[src/rtl/reg4_arb_pkg.sv]
// -----------------------------------------------------------------------------
// reg4_arb_pkg
// Shared definitions for the two-port write arbiter of the 4-bit datapath
// register: one-hot FSM state encoding, number of requesters and the reset
// value of the round-robin history bit.
// -----------------------------------------------------------------------------
package reg4_arb_pkg;

  // Number of requesters served by the arbiter.
  localparam int REQ_N = 2;

  // last_grant starts at 1 so that requester 0 wins the first tie after reset.
  localparam logic LAST_GRANT_RST = 1'b1;

  // Bit positions inside the one-hot state vector.
  localparam int ST_IDLE_BIT  = 0;
  localparam int ST_WRITE_BIT = 1;
  localparam int ST_ACK_BIT   = 2;

  // One-hot FSM encoding, held directly in flops.
  typedef enum logic [2:0] {
    ST_IDLE  = 3'b001,
    ST_WRITE = 3'b010,
    ST_ACK   = 3'b100
  } state_t;

endpackage

[src/rtl/reg4_write_arbiter_if.sv]
// -----------------------------------------------------------------------------
// reg4_write_arbiter_if
// Bundles the requester handshakes, the register write/read-back path and the
// status outputs of reg4_write_arbiter.
//
//   req0/din0/ack0 : requester 0 request, write data, one-cycle completion
//   req1/din1/ack1 : requester 1 request, write data, one-cycle completion
//   Ce/Dreg        : clock enable and data towards register_4bit
//   Qreg           : register_4bit output, used for read-back checking
//   busy           : arbiter not idle
//   last_grant     : index of the most recently granted requester
//   err            : sticky read-back mismatch flag
//
// Modports:
//   slave  : the arbiter side
//   master : the surrounding logic (requesters and register)
// -----------------------------------------------------------------------------
interface reg4_write_arbiter_if #(
  parameter int WIDTH = 4
);

  logic             req0;
  logic [WIDTH-1:0] din0;
  logic             ack0;
  logic             req1;
  logic [WIDTH-1:0] din1;
  logic             ack1;
  logic             Ce;
  logic [WIDTH-1:0] Dreg;
  logic [WIDTH-1:0] Qreg;
  logic             busy;
  logic             last_grant;
  logic             err;

  modport slave (
    input  req0, din0, req1, din1, Qreg,
    output ack0, ack1, Ce, Dreg, busy, last_grant, err
  );

  modport master (
    output req0, din0, req1, din1, Qreg,
    input  ack0, ack1, Ce, Dreg, busy, last_grant, err
  );

endinterface

[src/rtl/rr_pick2.sv]
// -----------------------------------------------------------------------------
// rr_pick2
// Combinational two-way round-robin picker.
//
//   req0, req1  : candidate requests (already masked by the caller if needed)
//   last_grant  : requester granted most recently
//   valid       : at least one request present
//   pick        : chosen requester index; on a tie, the one != last_grant
// -----------------------------------------------------------------------------
module rr_pick2 (
  input  logic req0,
  input  logic req1,
  input  logic last_grant,
  output logic valid,
  output logic pick
);

  always_comb begin
    valid = req0 | req1;
    pick  = 1'b0;
    if (req0 && req1) begin
      // Tie: hand the slot to whoever did not go last.
      pick = ~last_grant;
    end else if (req1) begin
      pick = 1'b1;
    end
  end

endmodule

[src/rtl/reg4_write_arbiter.sv]
// -----------------------------------------------------------------------------
// reg4_write_arbiter
// Two-port round-robin write arbiter and sequencer for the shared 4-bit
// clock-enabled register. A granted request is written with a single-cycle
// Ce pulse, read back on the following cycle, then acknowledged. A read-back
// mismatch raises a sticky error flag.
//
// Ports:
//   CLK  : clock, rising edge
//   RST  : asynchronous active-high reset (shared with register_4bit)
//   bus  : reg4_write_arbiter_if.slave - requester handshakes, register
//          Ce/Dreg/Qreg and the busy/last_grant/err status outputs
//
// Flow: IDLE -> WRITE (Ce=1) -> ACK (ack, read-back) -> IDLE, or ACK -> WRITE
// directly when the other requester is waiting.
// -----------------------------------------------------------------------------
module reg4_write_arbiter
  import reg4_arb_pkg::*;
#(
  parameter int WIDTH = 4
) (
  input  logic                 CLK,
  input  logic                 RST,
  reg4_write_arbiter_if.slave  bus
);

  state_t             state_q,      state_d;
  logic [WIDTH-1:0]   wdata_q,      wdata_d;
  logic [WIDTH-1:0]   dreg_q,       dreg_d;
  logic               ce_q,         ce_d;
  logic [REQ_N-1:0]   ack_q,        ack_d;
  logic               grant_q,      grant_d;
  logic               last_grant_q, last_grant_d;
  logic               err_q,        err_d;

  logic               pick_req0;
  logic               pick_req1;
  logic               pick_valid;
  logic               pick;

  // In ACK the requester being acknowledged is hidden from the picker so it
  // can never be re-granted back-to-back; only the other side may chain in.
  always_comb begin
    pick_req0 = bus.req0;
    pick_req1 = bus.req1;
    if (state_q == ST_ACK) begin
      if (grant_q) begin
        pick_req1 = 1'b0;
      end else begin
        pick_req0 = 1'b0;
      end
    end
  end

  rr_pick2 u_pick (
    .req0       (pick_req0),
    .req1       (pick_req1),
    .last_grant (last_grant_q),
    .valid      (pick_valid),
    .pick       (pick)
  );

  // Next-state and registered-output logic. Ce and ack are computed one
  // cycle ahead so that they come straight out of flops in WRITE and ACK.
  always_comb begin
    state_d      = state_q;
    wdata_d      = wdata_q;
    dreg_d       = dreg_q;
    ce_d         = 1'b0;
    ack_d        = '0;
    grant_d      = grant_q;
    last_grant_d = last_grant_q;
    err_d        = err_q;

    case (state_q)
      ST_IDLE: begin
        if (pick_valid) begin
          state_d      = ST_WRITE;
          grant_d      = pick;
          last_grant_d = pick;
          wdata_d      = pick ? bus.din1 : bus.din0;
          dreg_d       = wdata_d;
          ce_d         = 1'b1;
        end
      end

      ST_WRITE: begin
        // Register captures Dreg at the end of this cycle; acknowledge next.
        state_d = ST_ACK;
        if (grant_q) begin
          ack_d[1] = 1'b1;
        end else begin
          ack_d[0] = 1'b1;
        end
      end

      ST_ACK: begin
        // Qreg now reflects the write that just completed.
        if (bus.Qreg != wdata_q) begin
          err_d = 1'b1;
        end
        if (pick_valid) begin
          state_d      = ST_WRITE;
          grant_d      = pick;
          last_grant_d = pick;
          wdata_d      = pick ? bus.din1 : bus.din0;
          dreg_d       = wdata_d;
          ce_d         = 1'b1;
        end else begin
          state_d = ST_IDLE;
        end
      end

      default: begin
        state_d = ST_IDLE;
      end
    endcase
  end

  always_ff @(posedge CLK or posedge RST) begin
    if (RST) begin
      state_q      <= ST_IDLE;
      wdata_q      <= '0;
      dreg_q       <= '0;
      ce_q         <= 1'b0;
      ack_q        <= '0;
      grant_q      <= 1'b0;
      last_grant_q <= LAST_GRANT_RST;
      err_q        <= 1'b0;
    end else begin
      state_q      <= state_d;
      wdata_q      <= wdata_d;
      dreg_q       <= dreg_d;
      ce_q         <= ce_d;
      ack_q        <= ack_d;
      grant_q      <= grant_d;
      last_grant_q <= last_grant_d;
      err_q        <= err_d;
    end
  end

  assign bus.Ce         = ce_q;
  assign bus.Dreg       = dreg_q;
  assign bus.ack0       = ack_q[0];
  assign bus.ack1       = ack_q[1];
  assign bus.last_grant = last_grant_q;
  assign bus.err        = err_q;
  assign bus.busy       = state_q[ST_WRITE_BIT] | state_q[ST_ACK_BIT];

endmodule

[src/flat_wrapper.sv]
// flat-port wrapper written by rule: the top's interface ports become plain ports
module reg4_write_arbiter_flat import reg4_arb_pkg::*;
#(
  parameter int WIDTH = 4
)
  (CLK, RST, bus_req0, bus_din0, bus_req1, bus_din1, bus_Qreg, bus_ack0, bus_ack1, bus_Ce, bus_Dreg, bus_busy, bus_last_grant, bus_err);
  reg4_write_arbiter_if #(.WIDTH(WIDTH)) bus_i ();
  input  logic CLK;
  input  logic RST;
  input wire logic [$bits(bus_i.req0)-1:0] bus_req0;
  input wire logic [$bits(bus_i.din0)-1:0] bus_din0;
  input wire logic [$bits(bus_i.req1)-1:0] bus_req1;
  input wire logic [$bits(bus_i.din1)-1:0] bus_din1;
  input wire logic [$bits(bus_i.Qreg)-1:0] bus_Qreg;
  output wire logic [$bits(bus_i.ack0)-1:0] bus_ack0;
  output wire logic [$bits(bus_i.ack1)-1:0] bus_ack1;
  output wire logic [$bits(bus_i.Ce)-1:0] bus_Ce;
  output wire logic [$bits(bus_i.Dreg)-1:0] bus_Dreg;
  output wire logic [$bits(bus_i.busy)-1:0] bus_busy;
  output wire logic [$bits(bus_i.last_grant)-1:0] bus_last_grant;
  output wire logic [$bits(bus_i.err)-1:0] bus_err;
  assign bus_i.req0 = bus_req0;
  assign bus_i.din0 = bus_din0;
  assign bus_i.req1 = bus_req1;
  assign bus_i.din1 = bus_din1;
  assign bus_i.Qreg = bus_Qreg;
  assign bus_ack0 = bus_i.ack0;
  assign bus_ack1 = bus_i.ack1;
  assign bus_Ce = bus_i.Ce;
  assign bus_Dreg = bus_i.Dreg;
  assign bus_busy = bus_i.busy;
  assign bus_last_grant = bus_i.last_grant;
  assign bus_err = bus_i.err;
  reg4_write_arbiter #(.WIDTH(WIDTH)) u_core (.CLK(CLK), .RST(RST), .bus(bus_i));
endmodule
[config.mk]
export PLATFORM = sky130hd
export DESIGN_NAME = reg4_write_arbiter_flat
export DESIGN_NICKNAME = d
export VERILOG_FILES = /design/src/rtl/reg4_arb_pkg.sv /design/src/rtl/reg4_write_arbiter_if.sv /design/src/rtl/rr_pick2.sv /design/src/rtl/reg4_write_arbiter.sv /design/src/flat_wrapper.sv
export SDC_FILE = /design/constraint.sdc
export NUM_CORES = 1
export LEC_CHECK = 0
export ABC_CLOCK_PERIOD_IN_PS = 2800
export CORE_MARGIN = 5
export CORE_UTILIZATION = 39
export CTS_CLUSTER_SIZE = 25
export DETAILED_ROUTE_END_ITERATION = 10
export PLACE_DENSITY = 0.71
export SETUP_SLACK_MARGIN = 0.05
export SLEW_MARGIN = 20
export SYNTH_ARGS = -nofsm -noshare
export SYNTH_HDL_FRONTEND = slang
export SYNTH_HIERARCHICAL = 1
export SYNTH_SLANG_ARGS = --single-unit
[constraint.sdc]
create_clock -name CLK -period 2.8 [get_ports CLK]
set_clock_uncertainty 0.15 [all_clocks]
set_input_delay 0.42 -clock CLK [delete_from_list [all_inputs] [get_ports CLK]]
set_output_delay 0.42 -clock CLK [all_outputs]
set_load 0.01 [all_outputs]
# --- After elaboration in Yosys (flattened, before gate mapping) ---
# Index checks and enable logic that the tools add are counted.
word_totals:
  wordCells: 34
  regBits: 13
  out_inout_bits: 10
op_classes:
  n_reduce_logical: 4
  n_bitwise: 3
  muxes: 15
  eq_ne: 5
ops:
  columns: ["cell", "n"]
  rows:
  - ["1-bit 2-to-1 mux", 10]
  - ["3-bit one-hot mux with 3 select lines", 1]
  - ["2-bit 2-to-1 mux", 2]
  - ["4-bit 2-to-1 mux", 1]
  - ["4-bit != test", 1]
  - ["2-bit AND reduction", 2]
  - ["3-bit by 1-bit equality test with 1-bit output (second input constant)", 1]
  - ["3-bit by 2-bit equality test with 1-bit output (second input constant)", 1]
  - ["3-bit equality test (second input constant)", 1]
  - ["3-bit 2-to-1 mux", 1]
  - ["2-bit by 1-bit != test with 1-bit output (second input constant)", 1]
  - ["1-bit OR", 2]
  - ["2-bit OR reduction", 1]
  - ["1-bit logical AND", 1]
  - ["1-bit NOT", 1]

# --- Longest topological paths before layout ---
depth:
  ltp_word: 5
  depth_mapped: 5
  ltp_nobuf: 5

# --- By module ---
# The synthesis kept the hierarchy.
modules_own_cells:
  columns: ["module", "cells_per_inst", "instances", "area_each_um2"]
  rows:
  - ["reg4_write_arbiter", 42, 1, 584.3]
  - ["rr_pick2", 2, 1, 13.8]

# --- Worst setup path before layout ---
# Ideal clock, no wire load.
synth_timing:
  kind: "register to register"
  startpoint: "register u_core.state_q[0]"
  endpoint: "register u_core.dreg_q[0], in the netlist u_core/bus.Dreg[0]"
  setup_ns: 0.125
  path_stages_with_launch: 6
  synth_period_minus_slack_ns: 2.022
  setup_slack_ns: 0.778
  t_arrival_ns: 1.747
  n_path_buf: 0
  cell_sequence: "dfstp_2 > nor3b_1 > a21boi_0 > a21boi_1 > mux2_2 > mux2_2"
synth_via:
  elab_chain_len: 5
  elab_cells_between_ends: 11
  cone_classes: "eq/ne (2); mux (5); bitwise (1); reduce/logical (3)"
synth_rtl:
  columns: ["item", "line", "rtl"]
  rows:
  - ["start, declared", "reg4_write_arbiter.sv:27", "state_t state_q, state_d;"]
  - ["start signal, assigned", "reg4_write_arbiter.sv:131", "state_q <= state_d;"]
  - ["3-bit equality test *", "reg4_write_arbiter.sv:46", "if (state_q == ST_ACK) begin"]
  - ["1-bit 2-to-1 mux *", "reg4_write_arbiter.sv:46", null]
  - ["via u_core.pick_req1", "reg4_write_arbiter.sv:37", "logic pick_req1;"]
  - ["1-bit 2-to-1 mux or 1-bit logical AND (tied branches)", "rr_pick2.sv:24, rr_pick2.sv:21", null]
  - ["1-bit 2-to-1 mux *", "rr_pick2.sv:21", "if (req0 && req1) begin"]
  - ["via u_core.pick", "reg4_write_arbiter.sv:39", "logic pick;"]
  - ["4-bit 2-to-1 mux *", "reg4_write_arbiter.sv:81, reg4_write_arbiter.sv:106", null]
  - ["end signal, assigned", "reg4_write_arbiter.sv:133", "dreg_q <= dreg_d;"]
  - ["end, declared", "reg4_write_arbiter.sv:29", "logic [WIDTH-1:0] dreg_q, dreg_d;"]
# The timed path passes the listed nets; every way through them passes the cells marked *.
# A chain may end at the register's enable or synchronous reset.

# --- Worst setup path in the final report ---
layout_timing:
  startpoint: "register u_core.state_q[1]"
  endpoint: "register u_core.dreg_q[3], in the netlist u_core/bus.Dreg[3]"
layout_via:
  elab_chain_len: 5
  elab_cells_between_ends: 11
  cone_classes: "eq/ne (2); mux (5); bitwise (1); reduce/logical (3)"
layout_rtl:
  columns: ["item", "line", "rtl"]
  rows:
  - ["3-bit equality test", "reg4_write_arbiter.sv:46", null]
  - ["1-bit 2-to-1 mux", "reg4_write_arbiter.sv:46", null]
  - ["via u_core.pick_req0", "reg4_write_arbiter.sv:36", "logic pick_req0;"]
  - ["1-bit logical AND", "rr_pick2.sv:21", null]
  - ["1-bit 2-to-1 mux", "rr_pick2.sv:21", null]
  - ["via u_core.pick", "reg4_write_arbiter.sv:39", null]
  - ["4-bit 2-to-1 mux", "reg4_write_arbiter.sv:81, reg4_write_arbiter.sv:106", null]
# The timed path passes the listed nets, and every way through them passes these cells.

==> out/metrics.yaml <==
clocking:
  clock_sinks: 13
  cts_hold_buf: 0
  path_clk_slew_ns: 0.08
  cts_made_buffers: 3
  post_cts_buffers: 0
  cts_resized: 0
  cts_tree: "built"
  cts_buffer_depth: 2
  worstSkewPairLatency_ns: 0.27
  clockRootBuffer: "clkbuf_4"
  htreeDepth: 1
floorplanning:
  die_w_um: 49.2
  ioPinCount: 26
  die_area_mm2: 0.00242
  rows: 14
  die_h_um: 49.2
  coreArea_mm2: 0.00149
  start_util_pct: 40.2
cells_and_area:
  nets: 91
  drive_above_1_share_pct: 24.3
  syn2layout_area_growth_pct: 50.8
  antenna_cells: 0
route:
  drtAntennaViolNets: 0
  firstDrtPassIters: 3
  avgViaCountPerCell: 4.77
  wl_per_cell_um: 13.0
  vias: 429
  routed_wl_um: 1170
  drtIter0Drc: 4
  post-route-drc-count: 0
synthesis:
  synthTopCellsByArea: "dfrtp_1 46%, mux2_2 19%, dfstp_2 8.8%, xnor2_1 7.3%, nor3b_1 3.8%"
  synth_top_area_share_pct: 46.0
  synth_nets: 60
  yosys.cell_count.top_type: "dfrtp_1"
  ys.flop_type: "dfrtp_1"
  ys_ff_latch: 13
  async_reset_ff_share_pct: 100
  syn-cell-area_um2: 598
  syn_inst: 44
  synth.largest_area_cell: "dfrtp_1"
  syn_area_per_cell_um2: 13.6
  synth_edf_count: 0
  ys_seq_area_share_pct: 54.8
  yosysWarnings: 6
  netlist_top_cells_count: "11 x dfrtp_1, 10 x mux2_2, 5 x xnor2_1, 3 x nor3b_1"
  synth.distinct_cells: 15
global_routing:
  grt_pass1_wl_um: 1970
  grt_pass1_vias: 426
  overflow: 0
  grtUsageTotal_pct: 10.3
  antenna_found_initial: 0
  grt_max_degree: 14
placement:
  port_buffers: 25
  place_ws_ns: 0.492
  dp_hpwl_um: 915
  gp_congestion: 0.729
critical_path:
  arrival_ns: 2.19
  critical_path.max_fanout: 6
  critPathLaunchType: "flop"
  crit_required_ns: 2.80
  end_kind: "flop"
  crit_type: "reg -> reg"
job:
  cap_viol_max_count: 0
timing:
  rsz0062_at_grt: "no"
  tightest_slew_ns: 0.510
  setup_tns_ns: 0
  setup_viol: 0
  relSlewSlack_pct: 66.0
  fmax_ghz: 0.457
  slew_violations: 0
  hold_violations: 0
  finalWorstSetupSlack_ns: 0.613
  post-route-min-period_ns: 2.19
  timing.final.crit_share_pct: 78.1
hold_path:
  worst_hold_path_type: "reg -> reg"
power_and_ir_drop:
  peakVddDrop_mv: 0.477
  p_per_area_mw_per_mm2: 974
  p_leak_nw: 0.369
status:
  outcome: "complete, no violations"
## worst paths after layout
path | startpoint | to | slack [ns] | cells after the start
hold / removal | u_core/bus.err | u_core/bus.err | 0.31 | 1
max in group asynchronous | RST | u_core/state_q[0] | 1.82 | 2
hold reg to reg | u_core/bus.err | u_core/bus.err | 0.31 | 1
min in group asynchronous | RST | u_core/state_q[1] | 0.32 | 2
setup reg to reg | u_core/state_q[1] | u_core/bus.Dreg[3] | 0.61 | 6
setup / recovery | u_core/state_q[1] | u_core/bus.Dreg[3] | 0.61 | 6
## stage by stage
step | power, W | hold WS (ns) | cells | cell area (um^2) | util [%]
after global placement | 0.000775 | 0.293 | 86 | 876 | 58.8
final | 0.000879 | 0.311 | 90 | 902 | 60.6
after CTS | 0.000895 | 0.319 | 90 | 902 | 60.6
after global routing | 0.000939 | 0.347 | 90 | 902 | 60.6
after detailed placement | 0.000779 | 0.296 | 86 | 876 | 58.8
after floorplan | 0.000581 | 0.146 | 44 | 598 | -
## kinds of logic after synthesis
logic type | Yosys count | share of synthesized area [%]
compound gates | 4 | 5.02
mux | 10 | 18.8
xor+xnor | 5 | 7.32
buf+inv | 2 | 1.26
flops | 13 | 54.8
simple gates | 10 | 12.8
## per-layer routing
metal / global-route usage (%) / vias to the layer above / wire, um
li1: - / 213 / -
met1: 14.1 / 194 / 550
met2: 14.8 / 22 / 494
met3: 4.28 / 0 / 127
met4: 2.69 / 0 / 0
met5: 0 / - / 0
## layout make-up
class	instances	area (um^2)
well taps	16	20.0
flip-flops and latches	13	328
multi-input cells	29	263
repair buffers	26	258
fillers	129	587
clock buffers	4	26.3
inverters	2	7.51
## placed cells by master, fill, tap and decap left out
master / Yosys / layout
clkbuf_4: 0 / 3
inv_1: 2 / 2
nor2_1: 1 / 1
clkbuf_1: 0 / 1
dfrtp_1: 11 / 11
mux2_2: 10 / 10
and2_1: 2 / 2
buf_4: 0 / 1
nand4_1: 1 / 1
xnor2_1: 5 / 5
nor3b_4: 1 / 1
clkdlybuf4s50_1: 0 / 25
dfstp_2: 2 / 2
or2_1: 1 / 1
or2_2: 1 / 1
nor3b_1: 3 / 3
a21boi_0: 2 / 2
a21o_1: 1 / 1
a21boi_1: 1 / 1
## sequential cells by signal (all words and copies together) (netlist names)
name                   count
u_core/bus.Dreg            4
u_core/state_q             3
u_core/bus.last_grant      1
u_core/bus.err             1
u_core/ack_q               2
u_core/grant_q             1
u_core/bus.Ce              1
## worst max-delay path, stage by stage, from the launching register on
cell and delay [ns]:
dfrtp_1 0.44, nor3b_1 0.39, a21boi_0 0.18, a21boi_1 0.15, buf_4 0.17, mux2_2 0.33, mux2_2 0.26
## power by group
| group | internal (W) | switching, W | total [W] |
|---|---|---|---|
| Clock | 0.0000550 | 0.0000562 | 0.000111 |
| Sequential | 0.000282 | 0.0000662 | 0.000348 |
| Combinational | 0.000265 | 0.000154 | 0.000419 |
| Total | 0.000603 | 0.000276 | 0.000879 |
Note: power is estimated with default switching activity, not from simulation.
==> patch, RTL diff (same flow settings) <==
`WIDTH` is set to 4 in 3 places; all go to 6.
--- a/src/rtl/reg4_write_arbiter_if.sv
+++ b/src/rtl/reg4_write_arbiter_if.sv
@@ -16,7 +16,7 @@
 //   master : the surrounding logic (requesters and register)
 // -----------------------------------------------------------------------------
 interface reg4_write_arbiter_if #(
-  parameter int WIDTH = 4
+  parameter int WIDTH = 6
 );
 
   logic             req0;
--- a/src/rtl/reg4_write_arbiter.sv
+++ b/src/rtl/reg4_write_arbiter.sv
@@ -17,7 +17,7 @@
 module reg4_write_arbiter
   import reg4_arb_pkg::*;
 #(
-  parameter int WIDTH = 4
+  parameter int WIDTH = 6
 ) (
   input  logic                 CLK,
   input  logic                 RST,
--- a/src/flat_wrapper.sv
+++ b/src/flat_wrapper.sv
@@ -1,7 +1,7 @@
 // flat-port wrapper written by rule: the top's interface ports become plain ports
 module reg4_write_arbiter_flat import reg4_arb_pkg::*;
 #(
-  parameter int WIDTH = 4
+  parameter int WIDTH = 6
 )
   (CLK, RST, bus_req0, bus_din0, bus_req1, bus_din1, bus_Qreg, bus_ack0, bus_ack1, bus_Ce, bus_Dreg, bus_busy, bus_last_grant, bus_err);
   reg4_write_arbiter_if #(.WIDTH(WIDTH)) bus_i ();
Ports: changed (resized bus_Dreg, bus_Qreg, bus_din0 and bus_din1); port bits go from 26 to 34. The function was not compared with the original's and may differ.
==> patch against the original RTL <==
- sequential cell count rose by 2
- wire length increased by 22%
- maximum frequency rose by 2.9%
- power up 15%
- non-clock buffer count increased by 9
- cell area grew 24%
- setup slack better by 61 ps
- synthesized area is 21% higher
==> patch: results (changes against the original RTL) <==
metric	value	unit	change
yosysWarnings	6		unchanged
use_met2	21.49	%	+6.7 points
hold_path_class	in -> async		
grt_max_degree	16		+2
wl	1428	um	+22%
diodes	0		unchanged
r2r-end	u_core/bus.Dreg[0]		
status	finished clean		
crit_fanout	8		+2
synth_nets	78		+30%
tightest_slew	560.5	ps	+50.61 ps
synth_cell_types	19		+4
synth_common_cells	14 x mux2_2, 13 x dfrtp_1, 6 x xor2_1, 3 x nor3b_1		
worstPathArrival	2140	ps	-50 ps
gr-usage-all-layers	12.48	%	+2.2 points
largest_reg_flops	6		+2
ys_top_cells_by_area	dfrtp_1 45%, mux2_2 22%, dfstp_2 7.2%, xor2_1 7.2%, nor3b_1 3.1%		
critPathLaunch	u_core/state_q[1]		
met1_usage	13.93	%	-0.14 points
globalplace.congestion	0.6726		-7.8%
n_fill_cell	151		+17%
drt_iter0_markers	2		-2
grt_pass1_vias	605		+42%
grt_pass1_wl	2525	um	+28%
reg2reg_slack	670	ps	+60 ps
dp_hpwl	1172	um	+28%
drive_above_1_share	25.81	%	+1.5 points
io_buffer_count	33		+32%
synth_seq_area_share	52.07	%	-2.7 points
cts_htree_levels	1		unchanged
leakagePower	0.0004599	uW	+25%
final_net_count	116		+27%
firstDrtPassIters	2		-1
ir_worst_vdd	0.0004635	V	-2.8%
num_vias	524		+22%
[patch: critical path: stages, from the launching register on]
cell and delay, ps:
dfrtp_1 420, nor3b_1 360, a21boi_0 170, a21boi_1 140
buf_4 180, mux2_2 340, mux2_2 260
[patch: cells by family after synthesis]
group / count (synthesis) / synth area share [%]
and+or+nand+nor: 12 / 10.86
AOI/OAI and AO/OA: 4 / 3.792
xor gates and xnor gates: 7 / 8.448
buffers and inverters: 4 / 3.103
DFF: 15 / 52.07
muxes: 14 / 21.72
[patch: per-stage QoR]
step	setup slack, ps	hold slack [ps]	instances	instance area (sq um)
2_1_floorplan	733.5	170.0	56	725.7
3_3_place_gp	489.9	353.2	114	1087
3_5_place_dp	500.6	359.4	114	1087
4_1_cts	643.2	359.8	118	1115
5_1_grt	512.0	390.7	118	1115
6_report	673.7	346.7	118	1115
[patch: final cells by class]
type	count	area, sq um	share of cell area [%]
clock buffer	3	22.52	2.020
multi-input combinational	37	325.3	29.18
clock inverter	1	5.005	0.4489
sequential	15	377.9	33.89
tap	25	31.28	2.806
timing repair buffer	35	345.3	30.98
inverter	2	7.507	0.6734
[patch: worst min-delay path by stage]
stage                                 start                 to  cells after the start
after detailed placement  u_core/state_q[1]  u_core/state_q[1]                      1
after floorplan                         RST    u_core/ack_q[0]                      1
after CTS                               RST      u_core/bus.Ce                      2
after global placement    u_core/state_q[1]  u_core/state_q[1]                      1
after global routing      u_core/state_q[1]  u_core/state_q[1]                      1
final                                   RST    u_core/ack_q[0]                      2
[patch: report_power, final]
part | internal [uW] | switching, uW
logic | 316 | 182
registers | 321 | 71.8
clock network | 52.8 | 64.8
total | 690 | 319
[patch: routing by layer]
metal / vias up / part of all wire (%)
met5: - / 0
met4: 0 / 0
met3: 0 / 11
met2: 25 / 47
met1: 233 / 42
li1: 266 / -
